--- src/rtl/dai_stereo_fifo.sv ---
// Elastic stereo buffer: splits the receiver's interleaved L/R stream into two FIFOs,
// prefills after lock and serves mixer pops with a fixed one-cycle ack, inserting silence on underrun.
`timescale 1ns/1ps
module dai_stereo_fifo #(
    parameter int DEPTH_LOG2 = 5,
    parameter int WIDTH      = 24,
    parameter int PREFILL    = 16
) (
    input  logic                  clk,
    input  logic                  rst,
    input  logic [WIDTH-1:0]      data_i,
    input  logic                  ack_i,
    input  logic                  lrck_i,
    input  logic                  locked_i,
    input  logic [1:0]            pop_i,
    output logic [1:0]            ack_o,
    output logic [WIDTH-1:0]      data_o,
    output logic                  running_o,
    output logic [DEPTH_LOG2:0]   level_l_o,
    output logic [DEPTH_LOG2:0]   level_r_o,
    output logic [7:0]            underrun_cnt_o,
    output logic [7:0]            overrun_cnt_o
);

    localparam int DEPTH = 1 << DEPTH_LOG2;
    localparam logic [DEPTH_LOG2:0] FULL_LEVEL    = (DEPTH_LOG2+1)'(DEPTH);
    localparam logic [DEPTH_LOG2:0] PREFILL_LEVEL = (DEPTH_LOG2+1)'(PREFILL);

    typedef enum logic [1:0] {IDLE, FILL, RUN} state_t;

    state_t state, state_nxt;

    logic [WIDTH-1:0]    mem_l [DEPTH];
    logic [WIDTH-1:0]    mem_r [DEPTH];
    logic [DEPTH_LOG2:0] wr_ptr_l, rd_ptr_l, wr_ptr_r, rd_ptr_r;

    logic             pop_l, pop_r;
    logic             empty_l, empty_r, full_l, full_r;
    logic             wr_en, wr_l, wr_r, drop;
    logic             rd_l, rd_r, underrun;
    logic [WIDTH-1:0] data_nxt;

    assign level_l_o = wr_ptr_l - rd_ptr_l;
    assign level_r_o = wr_ptr_r - rd_ptr_r;
    assign running_o = (state == RUN);

    // Full/empty are taken from the registered levels, so a same-cycle pop never frees room
    // for a write and a same-cycle write never rescues a pop (read-first).
    always_comb begin
        pop_l    = pop_i[0];
        pop_r    = pop_i[1] & ~pop_i[0];
        empty_l  = (level_l_o == '0);
        empty_r  = (level_r_o == '0);
        full_l   = (level_l_o == FULL_LEVEL);
        full_r   = (level_r_o == FULL_LEVEL);
        wr_en    = ack_i && (state != IDLE) && locked_i;
        wr_l     = wr_en && lrck_i && !full_l;
        wr_r     = wr_en && !lrck_i && !full_r;
        drop     = wr_en && (lrck_i ? full_l : full_r);
        rd_l     = (state == RUN) && pop_l && !empty_l;
        rd_r     = (state == RUN) && pop_r && !empty_r;
        underrun = (state == RUN) && ((pop_l && empty_l) || (pop_r && empty_r));
        data_nxt = '0;
        if (rd_l) begin
            data_nxt = mem_l[rd_ptr_l[DEPTH_LOG2-1:0]];
        end else if (rd_r) begin
            data_nxt = mem_r[rd_ptr_r[DEPTH_LOG2-1:0]];
        end
    end

    always_comb begin
        state_nxt = state;
        if (!locked_i) begin
            state_nxt = IDLE;
        end else begin
            case (state)
                IDLE:    state_nxt = FILL;
                FILL:    if (level_l_o >= PREFILL_LEVEL && level_r_o >= PREFILL_LEVEL) state_nxt = RUN;
                RUN:     if (underrun) state_nxt = FILL;
                default: state_nxt = IDLE;
            endcase
        end
    end

    always_ff @(posedge clk) begin
        if (!rst) begin
            state          <= IDLE;
            ack_o          <= '0;
            data_o         <= '0;
            wr_ptr_l       <= '0;
            rd_ptr_l       <= '0;
            wr_ptr_r       <= '0;
            rd_ptr_r       <= '0;
            underrun_cnt_o <= '0;
            overrun_cnt_o  <= '0;
        end else begin
            state  <= state_nxt;
            ack_o  <= {pop_r, pop_l};
            data_o <= data_nxt;
            if (!locked_i) begin
                wr_ptr_l <= '0;
                rd_ptr_l <= '0;
                wr_ptr_r <= '0;
                rd_ptr_r <= '0;
            end else begin
                if (wr_l) wr_ptr_l <= wr_ptr_l + 1'b1;
                if (wr_r) wr_ptr_r <= wr_ptr_r + 1'b1;
                if (rd_l) rd_ptr_l <= rd_ptr_l + 1'b1;
                if (rd_r) rd_ptr_r <= rd_ptr_r + 1'b1;
            end
            if (underrun && underrun_cnt_o != 8'hFF) underrun_cnt_o <= underrun_cnt_o + 8'd1;
            if (drop && overrun_cnt_o != 8'hFF)      overrun_cnt_o  <= overrun_cnt_o + 8'd1;
        end
    end

    // Sample storage carries no reset; only the pointers define what is valid.
    always_ff @(posedge clk) begin
        if (rst && wr_l) mem_l[wr_ptr_l[DEPTH_LOG2-1:0]] <= data_i;
        if (rst && wr_r) mem_r[wr_ptr_r[DEPTH_LOG2-1:0]] <= data_i;
    end

endmodule
--- config.mk ---
export PLATFORM = sky130hd
export DESIGN_NAME = dai_stereo_fifo
export DESIGN_NICKNAME = d
export VERILOG_FILES = /design/src/rtl/dai_stereo_fifo.sv
export SDC_FILE = /design/constraint.sdc
export NUM_CORES = 2
export LEC_CHECK = 0
export BUFFER_PORTS_ARGS = -buffer_cell sky130_fd_sc_hd__buf_2
export CAP_MARGIN = 25
export CORE_ASPECT_RATIO = 0.6
export CORE_MARGIN = 1
export CORE_UTILIZATION = 50
export CTS_BUF_LIST = sky130_fd_sc_hd__clkbuf_2
export DETAILED_ROUTE_END_ITERATION = 8
export PLACE_DENSITY = 0.66
export SLEW_MARGIN = 20
export SYNTH_ARGS = -nofsm -noshare
export SYNTH_HDL_FRONTEND = slang
export SYNTH_SLANG_ARGS = --single-unit
export TNS_END_PERCENT = 20
--- constraint.sdc ---
create_clock -name clk -period 11.7 [get_ports clk]
set_input_delay 1.17 -clock clk [delete_from_list [all_inputs] [get_ports clk]]
set_output_delay 1.17 -clock clk [all_outputs]
set_load 0.05 [all_outputs]
==> key figures <==
STA
  • Setup TNS: 0 ns
  • Tmin final: 5.62 ns
  • Slew Viols, Final: 0
  • Worst slew pin tran: 1.31 ns
  • Relative slew slack: 12.9%
  • Clock Skew: around 0.12 ns
  • Endpoints failing setup: 0
  • FMAX: 178 MHz
  • RSZ-0062 raised after global routing: false
  • Final Hold Viols: 0
  • Period utilization: 48.1%
  • Hold Worst Slack: 0.203 ns

Power
  • Comb power frac: ~1.5%
  • Flop pwr share: 63.9%
  • PwrDens: approximately 140 mW/mm²
  • Peak VDD IR: 0.0000998 V
  • Switching share of power: 23.0%
  • Int Power: 7.60 mW
  • Clk pwr share: 34.6%
  • NetSw: 2.27 mW
  • Lkg Pwr: 21.5 nW

Critical path
  • Crit path launch type: flip-flop
  • Reg2Reg Depth: 11
  • R2R setup slack: about 6.9 ns
  • RR Startpoint: wr_ptr_l[0]
  • Critical Path RT: 10.53 ns
  • CP endpoint kind: output port
  • Largest fanout on the critical path: 11
  • Crit Reg-Reg Endpoint: mem_l[16][0]
  • Worst EP arrival: 4.45 ns
  • Worst setup path class: reg2out

CTS
  • PostCTS Resize Cnt: 0
  • Clk_lat worst skew: between 1.5 and 2 ns
  • Clk buf depth: 4
  • CTS clock-pin slew for the worst setup and hold paths: 0.12 ns
  • H-Tree Level Count: 5
  • Sink Count: between 1500 and 2000
  • Hold buffers post-CTS: 29
  • TritonCTS Buffers: 360
  • Postcts setup bufs: 0
  • Root Buffer: clkbuf_2
  • CTS tree: yes

Finish
  • # nets final: 3751
  • Filler cells: 9736
  • Syn-to-layout area delta: 9.99%
  • Commonest non-fill, non-tap cells in the layout: 1536 x edfxtp_1, 554 x clkbuf_2, 288 x mux4_2
  • Layout cell share with drive strength beyond 1: 28.9%
  • Commonest non-fill, non-tap cell in the layout: edfxtp_1

GRT
  • Vias in the first global route: 32500
  • M2 GR Usage: around 33%
  • Total GRT Usage: 25.7%
  • Grt total ovfl: 0
  • Global-route met1 utilization: 39.8%
  • Initial antenna violation count: 7
  • M3 GR Usage: 10.9%
  • Gr busiest metal: met1
  • First-pass GRT wire length: 232 mm
  • Largest net degree at the start of global routing: 144

Synth
  • Top area cells in the synthesized netlist: edfxtp_1 74%, mux4_2 10%, dfxtp_1 2.5%, a22oi_1 1.7%, mux2i_1 1.7%
  • YS warnings: 0
  • Syn Inst Count: 3301
  • Netlist cell types: 61
  • Synthesized area per cell: 19.0 µm²
  • FFs w/ async S/R, synth: 0%
  • Post-synth EDFFs: about 1500
  • Post-synthesis register bit count: ~1600
  • Syn_nets: ~3400
  • Ys flop type: edfxtp_1
  • Yosys top cell by area: edfxtp_1
  • Sequential area share after synthesis: approximately three quarters
  • Yosys top cell area share: approximately 74%
  • Syn Std Cell Area: roughly 0.063 mm²

Detailed routing
  • Antenna-violating nets left: 0
  • Routed WL: 161 mm
  • Vias per cell: 6.00
  • Initial DRC count: about 4300
  • # DRC: 0
  • Drt wl/cell: between 20 and 30 µm
  • First-pass DRT Iterations: 6
  • Via count: 33800

Place
  • IO Port Bufs: 85
  • DP HPWL: 94.0 mm
  • RD Place Congestion: between 0.8 and 0.9

Worst hold path
  • Worst Hold Class: in2reg
  • Hold path depth: 2
  • Hold Startpoint: data_i[22]
  • Hold Path Sink: mem_l[15][22]

Floorplan
  • Die area: 0.127 mm²
  • Rows: 100
  • Die X: 459 µm
  • Core area: 0.124 mm²
  • Starting Density: 50.5%
  • Die span in y: 276 µm
  • IO Count: 86

Outcome
  • Status: completed

Run
  • Max Cap Viol: 0
==> per-stage QoR <==
stage / total power [mW] / instances / setup slack, ns / cell area (µm²) / util [%]
global route: 10.2 / 5629 / 5.70 / 68900 / 55.5
global placement: 6.58 / 4984 / 7.06 / 65600 / 52.8
finish: 9.87 / 5631 / 6.08 / 68900 / 55.5
floorplan: 6.45 / 3301 / 6.84 / 62700 / -
CTS: 9.94 / 5617 / 5.84 / 68900 / 55.5
detailed placement: 6.58 / 4986 / 6.96 / 65600 / 52.8
==> registers in the layout, indices dropped and copies added, names as in the netlist, named ones only <==
signal	count
mem_l	768
mem_r	768
data_o	24
overrun_cnt_o	8
underrun_cnt_o	8
rd_ptr_l	6
rd_ptr_r	6
wr_ptr_l	6
wr_ptr_r	6
ack_o	2
state	2
==> area by class of cell <==
class | instances | area (µm²) | share of cell area (%)
clock inverter | 48 | 238 | 0.345
clock buffer | 554 | 2770 | 4.02
inverter | 31 | 116 | 0.169
multi-input combinational | 1475 | 14400 | 20.9
timing repair buffer | 214 | 1560 | 2.26
sequential | 1614 | 47700 | 69.2
tap | 1683 | 2110 | 3.05
antenna | 12 | 30.0 | 0.0436
==> worst max path at each step <==
stage                      startpoint       endpoint  slack, ns  depth (start not counted)
final                     wr_ptr_r[2]   level_r_o[5]       6.08                          7
after global routing      wr_ptr_r[2]   level_r_o[5]       5.70                          7
after detailed placement  wr_ptr_l[0]  mem_l[16][18]       6.96                         11
after floorplan           wr_ptr_l[0]   mem_l[12][0]       6.84                         11
after CTS                 wr_ptr_r[2]   level_r_o[5]       5.84                          7
after global placement    wr_ptr_l[0]  mem_l[16][17]       7.06                         11
==> cell usage after synthesis (all sizes together) (4+ instances only) <==
| cell type | n |
|---|---|
| nand3b | 4 |
| edfxtp | 1536 |
| nand3 | 53 |
| nand2b | 4 |
| a21oi | 96 |
| nor3 | 50 |
| nor2b | 103 |
| a2111oi | 5 |
| or3 | 17 |
| a21boi | 26 |
| xnor2 | 19 |
| or4 | 4 |
| a22oi | 144 |
| nand4 | 4 |
| a211oi | 103 |
| buf | 46 |
| dfxtp | 78 |
| clkbuf | 135 |
| ha | 22 |
| nand2 | 126 |
| or2 | 7 |
| xor2 | 7 |
| mux4 | 288 |
| o21ai | 91 |
| nor2 | 110 |
| mux2i | 106 |
| and2 | 6 |
| nor3b | 48 |
| inv | 29 |
==> critical path, stage by stage, from the launching register on <==
cell and delay, ns:
dfxtp_1 0.44, ha_1 0.29, or2_2 0.31, o221a_2 0.25
mux2i_1 0.12, nor2_1 0.60, clkinv_1 0.40, buf_2 0.33
==> routing by layer <==
metal  share of wire [%]  up-vias
met5               0.070        -
met4                 1.8        4
met3                  14      192
met2                  41     1936
met1                  43    17200
li1                    -    14400
==> power groups by stage <==
stage / clock (mW) / sequential (mW) / combinational (mW)
2_1_floorplan: 0 / 6.45 / 0.00836
3_3_place_gp: 0 / 6.44 / 0.134
3_5_place_dp: 0 / 6.44 / 0.138
4_1_cts: 3.49 / 6.31 / 0.143
5_1_grt: 3.78 / 6.31 / 0.150
6_report: 3.41 / 6.31 / 0.143
==> cell families (layout without fill, tap and decap cells) <==
kind of cell	Yosys count	count (layout)	synth area share, %
other cells	0	12	0
buf+inv	212	847	1.35
fa+ha+maj	24	24	0.503
compound gates	489	489	5.23
simple gates	542	542	4.43
flops	1614	1614	76.1
mux	394	394	12.0
xor+xnor	26	26	0.363
No activity file was read; power rests on OpenSTA's default activity.
